File: config.mk
export PLATFORM = sky130hd
export DESIGN_NAME = pipe_adder
export DESIGN_NICKNAME = d
export VERILOG_FILES = /design/src/rtl/pipe_adder_pkg.sv /design/src/rtl/adder_slice.sv /design/src/rtl/pipe_adder.sv
export SDC_FILE = /design/constraint.sdc
export NUM_CORES = 1
export LEC_CHECK = 0
export CORE_ASPECT_RATIO = 1.2
export CORE_MARGIN = 1.5
export CORE_UTILIZATION = 50
export DETAILED_ROUTE_END_ITERATION = 10
export PLACE_DENSITY = 0.82
export RECOVER_POWER = 25
export SYNTH_ARGS = -nofsm -noshare
export SYNTH_HDL_FRONTEND = slang
export SYNTH_SLANG_ARGS = --single-unit
File: constraint.sdc
create_clock -name clk -period 4 [get_ports clk]
set_clock_uncertainty 0.15 [all_clocks]
set_input_delay 1 -clock clk [delete_from_list [all_inputs] [get_ports clk]]
set_output_delay 1 -clock clk [all_outputs]
set_load 0.005 [all_outputs]
File: src/rtl/pipe_adder_pkg.sv
// Shared helpers for the pipelined adder: slice geometry and saturation patterns.
package pipe_adder_pkg;

    localparam int unsigned MAX_WIDTH = 64;

    // Nominal chunk width: ceil(width / stages).
    function automatic int unsigned chunk_w(input int unsigned width, input int unsigned stages);
        return (width + stages - 1) / stages;
    endfunction

    // Lowest operand bit handled by slice k.
    function automatic int unsigned chunk_lo(input int unsigned k, input int unsigned cw);
        return k * cw;
    endfunction

    // Actual bit count of slice k; the last chunks may be narrower or empty.
    function automatic int unsigned chunk_len(input int unsigned k, input int unsigned cw,
                                              input int unsigned width);
        int unsigned lo;
        int unsigned hi;
        lo = k * cw;
        hi = (k + 1) * cw;
        if (hi > width) hi = width;
        return (hi > lo) ? hi - lo : 0;
    endfunction

    // Largest positive two's-complement value of the given width (0111..1).
    function automatic logic [MAX_WIDTH-1:0] sat_max_pos(input int unsigned width);
        return (MAX_WIDTH'(1) << (width - 1)) - MAX_WIDTH'(1);
    endfunction

    // Most negative two's-complement value of the given width (1000..0).
    function automatic logic [MAX_WIDTH-1:0] sat_min_neg(input int unsigned width);
        return MAX_WIDTH'(1) << (width - 1);
    endfunction

endpackage

File: src/rtl/adder_slice.sv
// One registered chunk of the carry chain: sum and carry-out captured when en is high.
module adder_slice #(
    parameter int unsigned CW = 1
) (
    input  logic          clk,
    input  logic          rst,
    input  logic          en,
    input  logic [CW-1:0] a,
    input  logic [CW-1:0] b,
    input  logic          cin,
    output logic [CW-1:0] sum,
    output logic          cout
);

    localparam int unsigned SW = CW + 1;

    logic [CW-1:0] sum_d;
    logic [CW-1:0] sum_q;
    logic          cout_d;
    logic          cout_q;

    // Chunk addition; holds the previous result while the pipeline is stalled.
    always_comb begin
        sum_d  = sum_q;
        cout_d = cout_q;
        if (en) begin
            {cout_d, sum_d} = {1'b0, a} + {1'b0, b} + SW'(cin);
        end
    end

    // Slice result register.
    always_ff @(posedge clk) begin
        if (rst) begin
            sum_q  <= '0;
            cout_q <= 1'b0;
        end else begin
            sum_q  <= sum_d;
            cout_q <= cout_d;
        end
    end

    assign sum  = sum_q;
    assign cout = cout_q;

endmodule

File: src/rtl/pipe_adder.sv
// Pipelined two's-complement adder/subtractor with valid/ready on both sides.
// The carry chain is cut into STAGES registered slices; operands are skewed
// into the slices and partial sums deskewed so a whole result emerges at once.
module pipe_adder
    import pipe_adder_pkg::*;
#(
    parameter int unsigned WIDTH  = 6,
    parameter int unsigned STAGES = 2,
    parameter int unsigned SAT    = 0
) (
    input  logic             clk,
    input  logic             rst,
    input  logic             in_valid,
    output logic             in_ready,
    input  logic [WIDTH-1:0] a,
    input  logic [WIDTH-1:0] b,
    input  logic             sub,
    output logic             out_valid,
    input  logic             out_ready,
    output logic [WIDTH-1:0] sum,
    output logic             cout,
    output logic             ovf
);

    localparam int unsigned      CW      = chunk_w(WIDTH, STAGES);
    localparam logic [WIDTH-1:0] SAT_POS = WIDTH'(sat_max_pos(WIDTH));
    localparam logic [WIDTH-1:0] SAT_NEG = WIDTH'(sat_min_neg(WIDTH));

    logic                    advance_c;
    logic [WIDTH-1:0]        b_eff_c;
    logic [STAGES-1:0]       valid_d;
    logic [STAGES-1:0]       valid_q;
    // Per stage: {sign of A, sign of effective B}, needed for flags at the output.
    logic [STAGES-1:0][1:0]  sgn_d;
    logic [STAGES-1:0][1:0]  sgn_q;
    logic [STAGES-1:0]       slice_cout;
    logic [WIDTH-1:0]        sum_raw_c;
    logic                    cout_c;
    logic                    msb_cin_c;
    logic                    ovf_c;

    assign advance_c = !valid_q[STAGES-1] || out_ready;
    assign in_ready  = advance_c;
    assign out_valid = valid_q[STAGES-1];
    assign b_eff_c   = sub ? ~b : b;

    // Valid bits and operand signs shift together with the data on advance.
    always_comb begin
        valid_d = valid_q;
        sgn_d   = sgn_q;
        if (advance_c) begin
            valid_d[0] = in_valid;
            sgn_d[0]   = {a[WIDTH-1], b_eff_c[WIDTH-1]};
            for (int i = 1; i < STAGES; i++) begin
                valid_d[i] = valid_q[i-1];
                sgn_d[i]   = sgn_q[i-1];
            end
        end
    end

    // Valid chain and sign pipeline registers.
    always_ff @(posedge clk) begin
        if (rst) begin
            valid_q <= '0;
            sgn_q   <= '0;
        end else begin
            valid_q <= valid_d;
            sgn_q   <= sgn_d;
        end
    end

    for (genvar k = 0; k < STAGES; k++) begin : g_slice
        localparam int unsigned LO  = chunk_lo(k, CW);
        localparam int unsigned LEN = chunk_len(k, CW, WIDTH);
        localparam int unsigned DSK = STAGES - 1 - k;

        logic cin_c;

        if (k == 0) begin : g_cin_first
            assign cin_c = sub;
        end else begin : g_cin_chain
            assign cin_c = slice_cout[k-1];
        end

        if (LEN == 0) begin : g_empty
            // No operand bits left for this slice: the carry simply rides one more register.
            logic carry_d;
            logic carry_q;

            // Pass-through carry, held on stall.
            always_comb begin
                carry_d = carry_q;
                if (advance_c) carry_d = cin_c;
            end

            // Pass-through carry register.
            always_ff @(posedge clk) begin
                if (rst) carry_q <= 1'b0;
                else     carry_q <= carry_d;
            end

            assign slice_cout[k] = carry_q;
        end else begin : g_live
            logic [LEN-1:0] op_a_c;
            logic [LEN-1:0] op_b_c;
            logic [LEN-1:0] part_sum;

            if (k == 0) begin : g_no_skew
                assign op_a_c = a[LO +: LEN];
                assign op_b_c = b_eff_c[LO +: LEN];
            end else begin : g_skew
                logic [k-1:0][LEN-1:0] a_dly_d;
                logic [k-1:0][LEN-1:0] a_dly_q;
                logic [k-1:0][LEN-1:0] b_dly_d;
                logic [k-1:0][LEN-1:0] b_dly_q;

                // Delay this slice's operand bits by k cycles so they meet their carry.
                always_comb begin
                    a_dly_d = a_dly_q;
                    b_dly_d = b_dly_q;
                    if (advance_c) begin
                        a_dly_d[0] = a[LO +: LEN];
                        b_dly_d[0] = b_eff_c[LO +: LEN];
                        for (int i = 1; i < k; i++) begin
                            a_dly_d[i] = a_dly_q[i-1];
                            b_dly_d[i] = b_dly_q[i-1];
                        end
                    end
                end

                // Operand skew registers.
                always_ff @(posedge clk) begin
                    if (rst) begin
                        a_dly_q <= '0;
                        b_dly_q <= '0;
                    end else begin
                        a_dly_q <= a_dly_d;
                        b_dly_q <= b_dly_d;
                    end
                end

                assign op_a_c = a_dly_q[k-1];
                assign op_b_c = b_dly_q[k-1];
            end

            adder_slice #(
                .CW(LEN)
            ) u_slice (
                .clk  (clk),
                .rst  (rst),
                .en   (advance_c),
                .a    (op_a_c),
                .b    (op_b_c),
                .cin  (cin_c),
                .sum  (part_sum),
                .cout (slice_cout[k])
            );

            if (DSK == 0) begin : g_no_deskew
                assign sum_raw_c[LO +: LEN] = part_sum;
            end else begin : g_deskew
                logic [DSK-1:0][LEN-1:0] dsk_d;
                logic [DSK-1:0][LEN-1:0] dsk_q;

                // Hold early partial sums until the top slice has finished.
                always_comb begin
                    dsk_d = dsk_q;
                    if (advance_c) begin
                        dsk_d[0] = part_sum;
                        for (int i = 1; i < DSK; i++) begin
                            dsk_d[i] = dsk_q[i-1];
                        end
                    end
                end

                // Sum deskew registers.
                always_ff @(posedge clk) begin
                    if (rst) dsk_q <= '0;
                    else     dsk_q <= dsk_d;
                end

                assign sum_raw_c[LO +: LEN] = dsk_q[DSK-1];
            end
        end
    end

    // Carry into the MSB is recovered from the MSB sum bit and the operand signs.
    assign cout_c    = slice_cout[STAGES-1];
    assign msb_cin_c = sum_raw_c[WIDTH-1] ^ sgn_q[STAGES-1][1] ^ sgn_q[STAGES-1][0];
    assign ovf_c     = cout_c ^ msb_cin_c;

    // Optional clamp to the signed range, direction chosen by A's sign.
    always_comb begin
        sum = sum_raw_c;
        if ((SAT != 0) && ovf_c) begin
            sum = sgn_q[STAGES-1][1] ? SAT_NEG : SAT_POS;
        end
    end

    assign cout = cout_c;
    assign ovf  = ovf_c;

endmodule

==> PnR_summary.wiki <==
{| class="wikitable"
! Metric !! Value
|-
| Area of combinational cells with multiple inputs || 518 µm²
|-
| Drt drc || 0
|-
| Final RePlAce weighted congestion || between 0.7 and 0.8
|-
| CTS Root Cell || clkbuf_4
|-
| Count of placed standard cells in the final layout, fillers left out || ~160
|-
| First-pass GRT wire length || between 2 and 3 mm
|-
| Maximum buffer depth of the clock tree || 2
|-
| Buffer count from post-CTS setup fixing || 0
|-
| Detailed placer's ending HPWL || 1.31 mm
|-
| GR Util All Layers || ~18%
|-
| FF-to-FF End || g_slice[1].g_live.u_slice.sum[2]$_SDFFE_PP0P_
|-
| TNS Setup || 0 ns
|-
| Share of cells above drive strength 1 || just under 6%
|-
| Actual slew at the worst max-slew pin || 0.895 ns
|-
| Iteration-0 DRC Markers || 6
|-
| Number of nets produced by synthesis || 135
|-
| Reg-to-reg startpoint || g_slice[1].g_live.g_skew.b_dly_q[0]$_SDFFE_PP0P_
|-
| Distinct cell type count of the synthesized netlist || 20
|-
| Routed length on met3 || 62 µm
|-
| Worst endpoint required time || 2.85 ns
|-
| Highest routed metal layer || met4
|-
| Total overflow reported by the global router || 0
|-
| Post-synthesis instance total || roughly 110
|-
| Final Cycle Share || a little over four fifths
|-
| Buffer and inverter count on the worst path || 3
|-
| Clock sinks || 21
|-
| Number of top-level pins || 27
|-
| Headroom to the max-slew limit || 40.3%
|-
| Average wire length per cell after detail routing || roughly 11 µm
|-
| Area added between synthesis and finish || 25.4%
|-
| Storage element area || 420 µm²
|-
| Final antenna-violating net count || 0
|-
| Startpoint type of the worst setup path || input pin
|-
| Critical-path cell list || dlygate4sd3_1 -> nor2b_4 -> inv_1 -> clkdlybuf4s50_1
|-
| TritonCTS buffer count || 3
|-
| Die footprint || 2320 µm²
|-
| Origin of the worst setup path || out_ready
|-
| TritonCTS clock tree || done
|-
| Cell family with the largest share of critical-path delay || buffers and inverters
|-
| Sum of routed wire segments on met1 || about 770 µm
|-
| Leakage power summed over all cells || around 0.51 nW
|-
| Setup repair after global routing missed its margin || no
|-
| Number of diodes || 0
|-
| Latest clock arrival within the worst-skew pair || 0.30 ns
|-
| Number of antenna violations at the first check in global routing || 0
|-
| Portion of the post-synthesis area used by sequential elements || roughly two fifths
|-
| Core box area || 1870 µm²
|-
| Maximum fanout encountered on the critical timing path || 2
|-
| Number of nets in the final layout || between 150 and 200
|-
| Number of cells traversed by the worst register-to-register path || 6
|-
| Category of the most critical setup path || in -> out
|-
| Final critical-path required period || about 3.4 ns
|-
| Final Setup Violations || 0
|-
| Hold Crit Start || g_slice[0].g_live.g_deskew.dsk_q[0]$_SDFFE_PP0P_
|-
| Largest stage delay, worst path || 0.58 ns
|-
| Final total power || 0.452 mW
|-
| Number of max-capacitance violations reported || 0
|-
| Nature of the critical path endpoint || primary output
|-
| Number of core rows || 17
|-
| WL met2 || 860 µm
|-
| Path type of the worst min-delay path || reg -> reg
|-
| Cell at the slowest stage of the critical path || dlygate4sd3_1
|-
| Final wirelength || 1.76 mm
|-
| Via count of the first global-routing pass || 734
|-
| Number of vias per cell || 5.15
|-
| Filler Cell Count || 169
|-
| Post-synthesis sequential element count || 21
|-
| Clock slew seen by the registers of the worst setup and hold paths || 0.12 ns
|-
| Cell Count Post-Placement || 151
|-
| Critical Path AT || 2.24 ns
|-
| Initial standard-cell utilization of the core || 54.5%
|-
| Number of endpoints with negative hold slack in the final report || 0
|-
| Pwr per Cell Area || 353 nW/µm²
|-
| Die boundary height || 52.5 µm
|-
| Routed vias || about 800
|-
| Largest net degree at the start of global routing || 23
|-
| Core Util, Final || between 60 and 70%
|-
| Final max-slew violation count || 0
|-
| Die W || 44.3 µm
|-
| Top achievable clock speed || 295 MHz
|-
| Port-buffer cells || 26
|-
| Avg Cell Area, Syn || 9.20 µm²
|-
| Result of the run || finished, final reports clean
|-
| Worst hold path stage count || 2
|-
| Number of detailed-routing iterations run before antenna repair || 4
|-
| CTS Hold Buffers Added || 0
|-
| Number of warnings issued by yosys || 0
|-
| Total number of H-tree levels || 1
|-
| Setup slack, reg-to-reg || 2.09 ns
|-
| Hold Path Sink || g_slice[0].g_live.g_deskew.dsk_q[0]$_SDFFE_PP0P_
|-
| Post-Syn Area || between 1000 and 1500 µm²
|-
| Max IR drop VDD || 0.265 mV
|-
| Number of instances resized during post-cts repair || 0
|}
## report_power, final
part | switching [mW] | internal [mW]
clock network | 0.0654 | 0.0373
registers | 0.0106 | 0.229
logic | 0.0448 | 0.0644
total | 0.121 | 0.331
## worst register-to-register path, stage by stage (launching register included)
cell,delay [ns]
dfxtp_1,0.33
inv_1,0.06
fa_1,0.47
fa_1,0.40
xnor2_1,0.18
nand2_1,0.07
a21oi_1,0.17
## through the flow
step                      hold slack (ns)  area (µm²)  worst slack, ns
final                               0.310        1280            0.609
after global placement              0.289        1260            0.721
after detailed placement            0.295        1260            0.720
after floorplan                     0.282        1020             1.55
after global routing                0.329        1280            0.564
after CTS                           0.311        1290            0.714
## state kept, by name, indices dropped and copies added (netlist names)
signal                         flops
g_slice.g_live.g_skew.b_dly_q      2
g_slice.g_live.u_slice.cout        2
valid_q                            2
g_slice.g_live.g_deskew.dsk_q      3
g_slice.g_live.u_slice.sum         6
g_slice.g_live.g_skew.a_dly_q      2
sgn_q                              4
## cell families after synthesis
logic type / after synthesis / synth area share [%]
adder cells (fa/ha/maj): 7 / 10.8
AO/OA/AOI/OAI: 22 / 14.0
buffers and inverters: 13 / 8.09
flip-flops: 21 / 41.2
AND/OR/NAND/NOR: 36 / 15.1
multiplexers: 1 / 1.47
XOR/XNOR: 11 / 9.44
## cells in the final DEF (no fill, tap or decap)
cell / n
a211oi_1: 9
a21oi_1: 11
a221oi_2: 1
clkbuf_1: 2
clkbuf_4: 3
clkdlybuf4s50_1: 25
clkinv_2: 1
dfxtp_1: 21
dlygate4sd3_1: 1
fa_1: 3
ha_1: 4
inv_1: 6
mux2_4: 1
nand2_1: 22
nand3_2: 1
nor2_1: 11
nor2b_1: 1
nor2b_4: 1
o21ai_0: 1
xnor2_1: 6
xor2_1: 5
## cells in the mapped netlist, drive strengths merged
master   n  share of area [%]
a211oi   9                6.6
a21oi   11                5.4
a221oi   1                1.5
buf      5                5.1
clkbuf   2               0.74
dfxtp   21                 41
fa       3                5.9
ha       4                4.9
inv      6                2.2
mux2     1                1.5
nand2   22                8.1
nand3    1               0.98
nor2    11                4.0
nor2b    2                2.0
o21ai    1               0.49
xnor2    6                5.1
xor2     5                4.3
## layer usage
layer	up-vias	track usage [%]
li1	411	-
met1	357	19.5
met2	24	30.4
met3	6	2.41
met4	0	14.1
met5	-	0
## how the worst max path moves through the flow
| stage | endpoint | slack [ns] | depth (start not counted) |
|---|---|---|---|
| 2_1_floorplan | in_ready | 1.55 | 3 |
| 4_1_cts | in_ready | 0.71 | 4 |
| 5_1_grt | in_ready | 0.56 | 4 |
| 3_3_place_gp | in_ready | 0.72 | 4 |
| 6_report | in_ready | 0.61 | 4 |
| 3_5_place_dp | in_ready | 0.72 | 4 |
## layout make-up
type                            count  area share (%)
Multi-Input combinational cell     77            40.5
Sequential cell                    21            32.8
Timing Repair Buffer               28            20.9
Tap cell                           19            1.86
Clock buffer                        3            1.76
Inverter                            6            1.76
Clock inverter                      1           0.391
(Power assumes the default switching activity.)
